**src/rtl/ssd_scan_ctrl.sv**
```systemverilog
// Purpose: time-multiplexed scan of an N-digit seven-segment display with dead-time, enable, blink and DP.
// Latency: outputs registered; an input change shows within SCAN_DIV*N_DIGITS + BLANK_CYC cycles.
// Backpressure: none; free-running scan. Optional macro SSD_LEADING_ZERO_BLANK_EN blanks leading zeros.
module ssd_scan_ctrl #(
  parameter int N_DIGITS  = 8,
  parameter int SCAN_DIV  = 100000,
  parameter int BLANK_CYC = 16,
  parameter int BLINK_DIV = 25000000
) (
  input  logic                  clk,
  input  logic                  rst,
  input  logic [4*N_DIGITS-1:0] digits_in,
  input  logic [N_DIGITS-1:0]   en_mask,
  input  logic [N_DIGITS-1:0]   blink_mask,
  input  logic [N_DIGITS-1:0]   dp_in,
  output logic [3:0]            digit_out,
  output logic [N_DIGITS-1:0]   an,
  output logic                  dp_out,
  output logic                  frame_start
);

  localparam int SW = $clog2(SCAN_DIV);
  localparam int IW = $clog2(N_DIGITS);
  localparam int BW = (BLINK_DIV > 1) ? $clog2(BLINK_DIV) : 1;

  localparam logic [SW-1:0] SLOT_LAST  = SW'(SCAN_DIV - 1);
  localparam logic [SW-1:0] SLOT_DRIVE = SW'(BLANK_CYC);
  localparam logic [IW-1:0] IDX_LAST   = IW'(N_DIGITS - 1);
  localparam logic [BW-1:0] BLINK_LAST = BW'(BLINK_DIV - 1);

  typedef enum logic {BLANK, DRIVE} state_t;

  state_t                state_q, state_nxt;
  logic [SW-1:0]         slot_cnt, slot_nxt;
  logic [IW-1:0]         idx, idx_nxt;
  logic [BW-1:0]         blink_cnt, blink_cnt_nxt;
  logic                  blink_phase, blink_phase_nxt;
  logic                  snap_en, snap_blink, snap_dp;
  logic                  snap_en_nxt, snap_blink_nxt, snap_dp_nxt;
  logic [3:0]            digit_nxt;
  logic                  restart;
  logic                  slot_wrap, frame_wrap, load;
  logic [3:0]            nib_sel;
  logic                  en_sel, blink_sel, dp_sel, sup_sel, lit;
  logic [N_DIGITS-1:0]   an_nxt;
  logic                  dp_nxt;
`ifdef SSD_LEADING_ZERO_BLANK_EN
  logic [N_DIGITS-1:0]   sup_mask, sup_calc, sup_nxt;
  logic                  leading;
`endif

  // Counters, snapshot and next-state/output decode (outputs are registered from next-state values)
  always_comb begin
    slot_wrap       = (slot_cnt == SLOT_LAST);
    slot_nxt        = slot_wrap ? '0 : slot_cnt + 1'b1;
    idx_nxt         = idx;
    if (slot_wrap) idx_nxt = (idx == IDX_LAST) ? '0 : idx + 1'b1;
    frame_wrap      = slot_wrap && (idx == IDX_LAST);
    blink_cnt_nxt   = (blink_cnt == BLINK_LAST) ? '0 : blink_cnt + 1'b1;
    blink_phase_nxt = blink_phase ^ (blink_cnt == BLINK_LAST);
    // The first slot after reset has no prior wrap, so its snapshot is taken on the restart cycle
    load            = slot_wrap || restart;

    nib_sel   = 4'h0;
    en_sel    = 1'b0;
    blink_sel = 1'b0;
    dp_sel    = 1'b0;
    sup_sel   = 1'b0;
    for (int k = 0; k < N_DIGITS; k++) begin
      if (idx_nxt == IW'(k)) begin
        nib_sel   = digits_in[4*k +: 4];
        en_sel    = en_mask[k];
        blink_sel = blink_mask[k];
        dp_sel    = dp_in[k];
      end
    end

`ifdef SSD_LEADING_ZERO_BLANK_EN
    // Walk down from the top digit; enabled zeros are blanked until the first enabled non-zero
    leading  = 1'b1;
    sup_calc = '0;
    for (int k = N_DIGITS - 1; k >= 1; k--) begin
      if (en_mask[k]) begin
        if (digits_in[4*k +: 4] == 4'h0) begin
          if (leading) sup_calc[k] = 1'b1;
        end else begin
          leading = 1'b0;
        end
      end
    end
    sup_nxt = (frame_wrap || restart) ? sup_calc : sup_mask;
    for (int k = 0; k < N_DIGITS; k++) begin
      if (idx_nxt == IW'(k)) sup_sel = sup_nxt[k];
    end
`endif

    snap_en_nxt    = load ? en_sel    : snap_en;
    snap_blink_nxt = load ? blink_sel : snap_blink;
    snap_dp_nxt    = load ? dp_sel    : snap_dp;
    digit_nxt      = load ? nib_sel   : digit_out;

    state_nxt = state_q;
    case (state_q)
      BLANK:   if (slot_nxt == SLOT_DRIVE) state_nxt = DRIVE;
      DRIVE:   if (slot_wrap) state_nxt = BLANK;
      default: state_nxt = BLANK;
    endcase

    lit    = snap_en_nxt && !(snap_blink_nxt && blink_phase_nxt) && !sup_sel;
    an_nxt = '1;
    dp_nxt = 1'b1;
    if ((state_nxt == DRIVE) && lit) begin
      for (int k = 0; k < N_DIGITS; k++) begin
        if (idx_nxt == IW'(k)) an_nxt[k] = 1'b0;
      end
      dp_nxt = ~snap_dp_nxt;
    end
  end

  // State, counters, snapshot and registered outputs
  always_ff @(posedge clk) begin
    if (rst) begin
      state_q     <= BLANK;
      slot_cnt    <= '0;
      idx         <= '0;
      blink_cnt   <= '0;
      blink_phase <= 1'b0;
      snap_en     <= 1'b0;
      snap_blink  <= 1'b0;
      snap_dp     <= 1'b0;
      restart     <= 1'b1;
      digit_out   <= 4'h0;
      an          <= '1;
      dp_out      <= 1'b1;
      frame_start <= 1'b0;
`ifdef SSD_LEADING_ZERO_BLANK_EN
      sup_mask    <= '0;
`endif
    end else begin
      state_q     <= state_nxt;
      slot_cnt    <= slot_nxt;
      idx         <= idx_nxt;
      blink_cnt   <= blink_cnt_nxt;
      blink_phase <= blink_phase_nxt;
      snap_en     <= snap_en_nxt;
      snap_blink  <= snap_blink_nxt;
      snap_dp     <= snap_dp_nxt;
      restart     <= 1'b0;
      digit_out   <= digit_nxt;
      an          <= an_nxt;
      dp_out      <= dp_nxt;
      frame_start <= frame_wrap;
`ifdef SSD_LEADING_ZERO_BLANK_EN
      sup_mask    <= sup_nxt;
`endif
    end
  end

endmodule

```
**config.mk**
```make
export PLATFORM = sky130hd
export DESIGN_NAME = ssd_scan_ctrl
export DESIGN_NICKNAME = d
export VERILOG_FILES = /design/src/rtl/ssd_scan_ctrl.sv
export SDC_FILE = /design/constraint.sdc
export NUM_CORES = 1
export LEC_CHECK = 0
export ABC_AREA = 1
export BUFFER_PORTS_ARGS = -buffer_cell sky130_fd_sc_hd__buf_2
export CAP_MARGIN = 15
export CORE_MARGIN = 8
export CORE_UTILIZATION = 59
export DETAILED_ROUTE_END_ITERATION = 12
export HOLD_SLACK_MARGIN = 0.05
export PLACE_DENSITY = 0.85
export SLEW_MARGIN = 0
export SYNTH_ARGS = -nofsm -noshare
export SYNTH_HDL_FRONTEND = slang
export SYNTH_SLANG_ARGS = --single-unit
```
**constraint.sdc**
```tcl
create_clock -name clk -period 5.85 [get_ports clk]
set_input_delay 1.755 -clock clk [delete_from_list [all_inputs] [get_ports clk]]
set_output_delay 1.755 -clock clk [all_outputs]
set_load 0.05 [all_outputs]
```
==> results of run 1 <==
-- registers in the layout, summed over array words and instances, names as in the netlist --
register	cells
an	8
dp_out	1
digit_out	4
idx	3
restart	1
state_q	1
snap_dp	1
frame_start	1
blink_phase	1
slot_cnt	17
blink_cnt	25
snap_en	1
snap_blink	1
-- final cells by class --
type                       instances  area, µm²  share of cell area
inverter                          59        221              0.0540
timing repair buffer              71        355              0.0866
sequential                        65       1300               0.317
clock inverter                     7       70.1              0.0171
tap                               75       93.8              0.0229
clock buffer                       9        124              0.0302
multi-input combinational        390       1940               0.472
-- layer usage --
| metal | share of wire | wire length [µm] | track usage | vias to the layer above |
|---|---|---|---|---|
| li1 | - | - | - | 1831 |
| met1 | 0.42 | 3760 | 0.235 | 1640 |
| met2 | 0.52 | 4590 | 0.358 | 79 |
| met3 | 0.038 | 340 | 0.0413 | 15 |
| met4 | 0.019 | 172 | 0.0953 | 0 |
| met5 | 0 | 0 | 0 | - |
-- stage by stage --
step	worst slack (ns)	instance area, µm²	instances	total power (µW)
2_1_floorplan	3.06	3490	521	491
3_3_place_gp	2.59	3910	660	515
3_5_place_dp	2.52	3910	660	517
4_1_cts	2.88	4100	676	887
5_1_grt	2.75	4100	676	919
6_report	2.88	4100	676	885
-- worst max-delay path: stages --
cell	delay (ns)
buf_2	0.41
inv_1	0.18
nand2_1	0.67
nor3_1	0.13
-- cell families (layout without fill, tap and decap cells) --
kind of cell             count (synthesis)  after routing  synth area share
AO/OA/AOI/OAI                           30             30            0.0526
XOR/XNOR                                13             13            0.0326
adder cells (fa/ha/maj)                  4              4            0.0143
buffers and inverters                   66            146            0.0734
flip-flops                              65             65             0.372
AND/OR/NAND/NOR                        343            343             0.455
-- placed cells by master, fill, tap and decap left out, drive strengths merged --
| cell type | instances |
|---|---|
| nor3 | 27 |
| o21bai | 1 |
| nand4 | 22 |
| inv | 60 |
| nor3b | 8 |
| bufinv | 1 |
| nand2 | 136 |
| a31oi | 1 |
| a22oi | 1 |
| clkinvlp | 1 |
| xor2 | 10 |
| clkbuf | 9 |
| o31ai | 1 |
| xnor2 | 3 |
| ha | 4 |
| clkinv | 4 |
| or2 | 2 |
| o21ai | 6 |
| a21oi | 19 |
| nor4 | 5 |
| o211ai | 1 |
| nor2 | 101 |
| dfxtp | 65 |
| nand3 | 42 |
| buf | 71 |
-- final timing paths --
kind	startpoint	to	slack [ns]
worst min-delay path	digit_out[1]	digit_out[1]	0.47
worst min register to register	digit_out[1]	digit_out[1]	0.47
worst max-delay path	rst	blink_cnt[14]	2.88
worst max register to register	slot_cnt[0]	an[3]	3.02
-- power by group --
group	internal (µW)	leakage, µW	switching (µW)
Sequential	449	0.000527	3.38
Clock	196	0.0000994	181
Combinational	23.3	0.00114	31.5
Total	669	0.00177	216
==> results.md, run 1 <==
### Outcome
• completed — result of the run

### Global routing
• 0 — number of antenna violations at the first check in global routing
• 0.205 — All-Layer GR Usage
• 14.6 mm — wire length of the first global-routing pass
• 0 — global route overflow
• 3403 — via count of the first global-routing pass
• 30 — largest net degree at the start of global routing

### Clock network
• 0.08 ns — clock transition at the register clock pins on the worst setup and hold paths after CTS
• 2 — clock tree buffer depth
• 9 — number of clock buffers inserted by TritonCTS
• 0 — post_cts resized
• 0.35 ns — worst-skew pair later-pin latency
• 3 — H-tree levels
• 0 — hold-fix buffers at CTS
• built — clock tree from TritonCTS
• clkbuf_8 — clock root buffer
• 0 — Setup Fix Bufs, Post-CTS
• 65 — Clock Sinks

### Detailed routing
• 13.1 µm — average wire per standard cell
• 8.86 mm — final WL
• 4 — detailed-router iteration count before antenna repair
• 0 — number of nets still failing antenna checks after routing
• 3565 — vias post-DR
• 5.27 — vias per inst
• 146 — number of violations reported at the end of detailed-routing iteration 0
• 0 — DRC

### Logic synthesis
• 0.00349 mm² — Synth Cell Area
• 35 — count of different cell masters after synthesis
• 0 — number of flops mapped to enable cells by yosys
• dfxtp_1 — cell type contributing the most total cell area after synthesis
• nand2_1 — most frequent cell after synthesis
• 521 — cell count after synthesis
• 0 — ys async rst share
• 0.372 — fraction of synthesized cell area taken by the top area cell type
• 65 — synthesis-stage register bit count
• 0.372 — sequential share of the synthesized area
• dfxtp_1, nand2_1, nor2_1 — largest cells by area after synthesis
• nand2_1, nor2_1, dfxtp_1, inv_1, nand3_1 — leading cell types by count after synthesis
• 6.71 µm² — Syn Area/Cell
• 0 — number of synthesis warnings
• dfxtp_1 — most used flip-flop cell after synthesis
• 583 — Synthesized Nets

### Setup path
• register — crit end category
• 6.05 ns — data required time at the worst endpoint
• 16 — number of cell instances on the worst register-to-register path
• 29 — maximum net fanout on the critical path
• in2reg — critical path class
• 3.17 ns — Arrival @ worst endpoint
• primary input — type of origin of the critical path

### Hold path
• 2 — depth of the worst hold-timing path
• reg2reg — type of the worst min-delay path

### STA
• 0.848 ns — slew at the pin closest to its max-slew limit
• 0.469 ns — worst-case hold slack
• 0 — Setup-failing EPs final
• 0.507 — final period utilization
• 0.00967 ns — skew final
• 0 — count of endpoints failing hold in the final timing report
• 2.97 ns — Final Critical Period
• 0 ns — Fin Setup TNS
• 0.434 — remaining max-slew budget at the tightest pin
• 0 — final slew viol count
• no — unrepaired setup endpoints after global routing
• 337 MHz — maximum achievable frequency

### Die
• 93.0 µm — floorplan die width
• 93.0 µm — Die H
• 0.00864 mm² — die area
• 72 — I/O pin total
• 28 — row count
• 0.601 — Initial Util
• 0.00582 mm² — placeable core area

### Pwr
• 0.00177 µW — Pleak
• 134 µV — worst vdd rail ir drop
• 216 mW/mm² — P per Cell Area

### Layout
• 0 — final antenna diode count
• 0.705 — final core utilization
• 0.205 — layout cells sized above 1
• 658 — NumNets Final
• 514 — count of fill cells added during filler insertion
• 17.4% — Area growth syn-to-layout

### Run
• 0 — number of violations of the max-capacitance limit

### Placement
• 6.83 mm — HPWL after DPL
• 71 — number of buffers added on ports
• 0.899 — gp weighted congestion

(Power assumes the default switching activity.)
==> run 2: changes to the inputs <==
- CORE_UTILIZATION: 59 -> 55
- PLACE_DENSITY: 0.85 -> 0.8
- clock period: 5.85 -> 2.9 ns (I/O delays scaled with it)
==> results.md, run 2 (synthesized netlist as in run 1, its figures left out) <==
### Outcome
• completed — result of the run, unchanged

### Clock network
• 0.34 ns — worst-skew pair later-pin latency, was 0.35 ns
• 65 — Clock Sinks, unchanged
• 0 — hold-fix buffers at CTS, unchanged
• built — clock tree from TritonCTS, unchanged
• 3 — H-tree levels, unchanged
• 2 — clock tree buffer depth, unchanged
• clkbuf_8 — clock root buffer, unchanged
• 9 — number of clock buffers inserted by TritonCTS, unchanged
• 0.07 ns — clock transition at the register clock pins on the worst setup and hold paths after CTS, was 0.08 ns

### STA
• 384 MHz — maximum achievable frequency
• 0.898 — final period utilization
• 0.459 ns — worst-case hold slack, was 0.469 ns
• 0.00881 ns — skew final, was 0.00967 ns
• 2.60 ns — Final Critical Period
• 0 — final slew viol count, unchanged
• 0.782 ns — slew at the pin closest to its max-slew limit, was 0.848 ns
• 0.477 — remaining max-slew budget at the tightest pin, was 0.434
• no — unrepaired setup endpoints after global routing, unchanged
• 0 — Setup-failing EPs final, unchanged
• 0 — count of endpoints failing hold in the final timing report, unchanged
• 0 ns — Fin Setup TNS, unchanged

### Global routing
• 3419 — via count of the first global-routing pass, was 3403
• 29 — largest net degree at the start of global routing, was 30
• 0 — number of antenna violations at the first check in global routing, unchanged
• 0 — global route overflow, unchanged
• 0.195 — All-Layer GR Usage, was 0.205
• 14.4 mm — wire length of the first global-routing pass, was 14.6 mm

### Setup path
• 2.81 ns — Arrival @ worst endpoint, was 3.17 ns
• 0.37 ns — largest stage delay on the critical path, was 0.67 ns
• register — type of origin of the critical path, was primary input
• register — crit end category, unchanged
• 12 — maximum net fanout on the critical path, was 29
• nand2_1 — most repeated library cell on the critical path
• nor3_4 — master of the slowest instance on the critical path, was nand2_1
• reg2reg — critical path class, was in2reg
• ha_1 -> nand2_2 -> inv_2 -> nand2_1 -> nor2_2 -> nand3_4 -> nand2_1 -> nand2_2 -> nor3_4 -> inv_2 -> nor2_1 -> nor2_1 -> nand2_1 -> nand2_1 -> nand2_2 -> nand3_1 — critical-path cell list, was buf_2 -> inv_1 -> nand2_1 -> nor3_1
• 3.11 ns — data required time at the worst endpoint, was 6.05 ns

### Layout
• 680 — non-filler cells in the finished layout, was 676
• 0.209 — layout cells sized above 1, was 0.205
• 0.00195 mm² — area of the multi-input gates, was 0.00194 mm²
• nand2_1 — most common library cell in the layout ignoring fill and taps, unchanged
• 25 — flip-flop count of the largest register after layout, unchanged
• blink_cnt — Largest Register, unchanged
• nand2_1, nor2_1, buf_2 — commonest cells after routing, fill and taps aside, unchanged
• blink_cnt x25, slot_cnt x17, an x8 — largest registers in the final layout, unchanged
• 556 — count of fill cells added during filler insertion, was 514
• 660 — NumNets Final, was 658
• 0 — final antenna diode count, unchanged
• 20.3% — Area growth syn-to-layout, was 17.4%
• 0.00130 mm² — combined flip-flop and latch cell area, unchanged
• 0.674 — final core utilization, was 0.705

### Die
• 0.560 — Initial Util, was 0.601
• 0.00916 mm² — die area, was 0.00864 mm²
• 29 — row count, was 28
• 72 — I/O pin total, unchanged
• 95.7 µm — floorplan die width, was 93.0 µm
• 0.00624 mm² — placeable core area, was 0.00582 mm²
• 95.7 µm — Die H, was 93.0 µm

### Detailed routing
• 12.9 µm — average wire per standard cell, was 13.1 µm
• 3566 — vias post-DR, was 3565
• 0 — DRC, unchanged
• 6 — detailed-router iteration count before antenna repair, was 4
• 146 — number of violations reported at the end of detailed-routing iteration 0, unchanged
• 5.24 — vias per inst, was 5.27
• 0 — number of nets still failing antenna checks after routing, unchanged
• 8.77 mm — final WL, was 8.86 mm

### Run
• 0 — number of violations of the max-capacitance limit, unchanged

### Placement
• 6.79 mm — HPWL after DPL, was 6.83 mm
• 71 — number of buffers added on ports, unchanged
• 663 — post-placement cell count, was 660
• 0.954 — gp weighted congestion, was 0.899

### Pwr
• 298 µV — worst vdd rail ir drop, was 134 µV
• 0.00181 µW — Pleak, was 0.00177 µW
• 487 mW/mm² — P per Cell Area, was 216 mW/mm²

### Hold path
• reg2reg — type of the worst min-delay path, unchanged

[run 2: where the power goes]
group	internal (µW)	switching, µW
clock	659	362
sequential	906	7.23
combinational	48.2	65.8
[run 2: worst paths after layout]
check	cells past startpoint	slack [ns]	from	endpoint
max	16	0.30	slot_cnt[0]	an[0]
min	1	0.46	blink_cnt[0]	blink_cnt[0]
max reg2reg	16	0.30	slot_cnt[0]	an[0]
min reg2reg	1	0.46	blink_cnt[0]	blink_cnt[0]
[run 2: worst max-delay path: cells and delay by family, from the launching register on]
family,cells,cell delay (ns)
adders and majority gates,1,0.18
buffers and inverters,2,0.18
DFF,1,0.34
and+or+nand+nor,13,1.79
[run 2: metrics by stage]
step	total power [µW]	cell area, µm²	worst slack, ns
after floorplan	991	3490	0.736
after global placement	1040	3920	0.330
after detailed placement	1050	3920	0.236
after CTS	2060	4190	0.191
after global routing	2110	4210	0.0234
final	2050	4210	0.297
[run 2: cell type report]
type                    count  share of cell area
multi-input cells         390               0.464
flip-flops and latches     65               0.309
repair buffers             73              0.0881
inverters                  59              0.0527
clock inverters             7              0.0339
clock buffers               9              0.0295
well taps                  77              0.0229
[run 2: repair_timing]
action,4_1_cts,5_1_grt
setup buffers,0,1
gates resized for setup,0,2
endpoints found under the setup margin,0,9
[run 2: layer usage]
layer | share of wire | vias to the layer above | track usage
met5 | 0 | - | 0
met4 | 0.028 | 0 | 0.0986
met3 | 0.045 | 22 | 0.0320
met2 | 0.48 | 116 | 0.325
met1 | 0.45 | 1593 | 0.237
li1 | - | 1835 | -
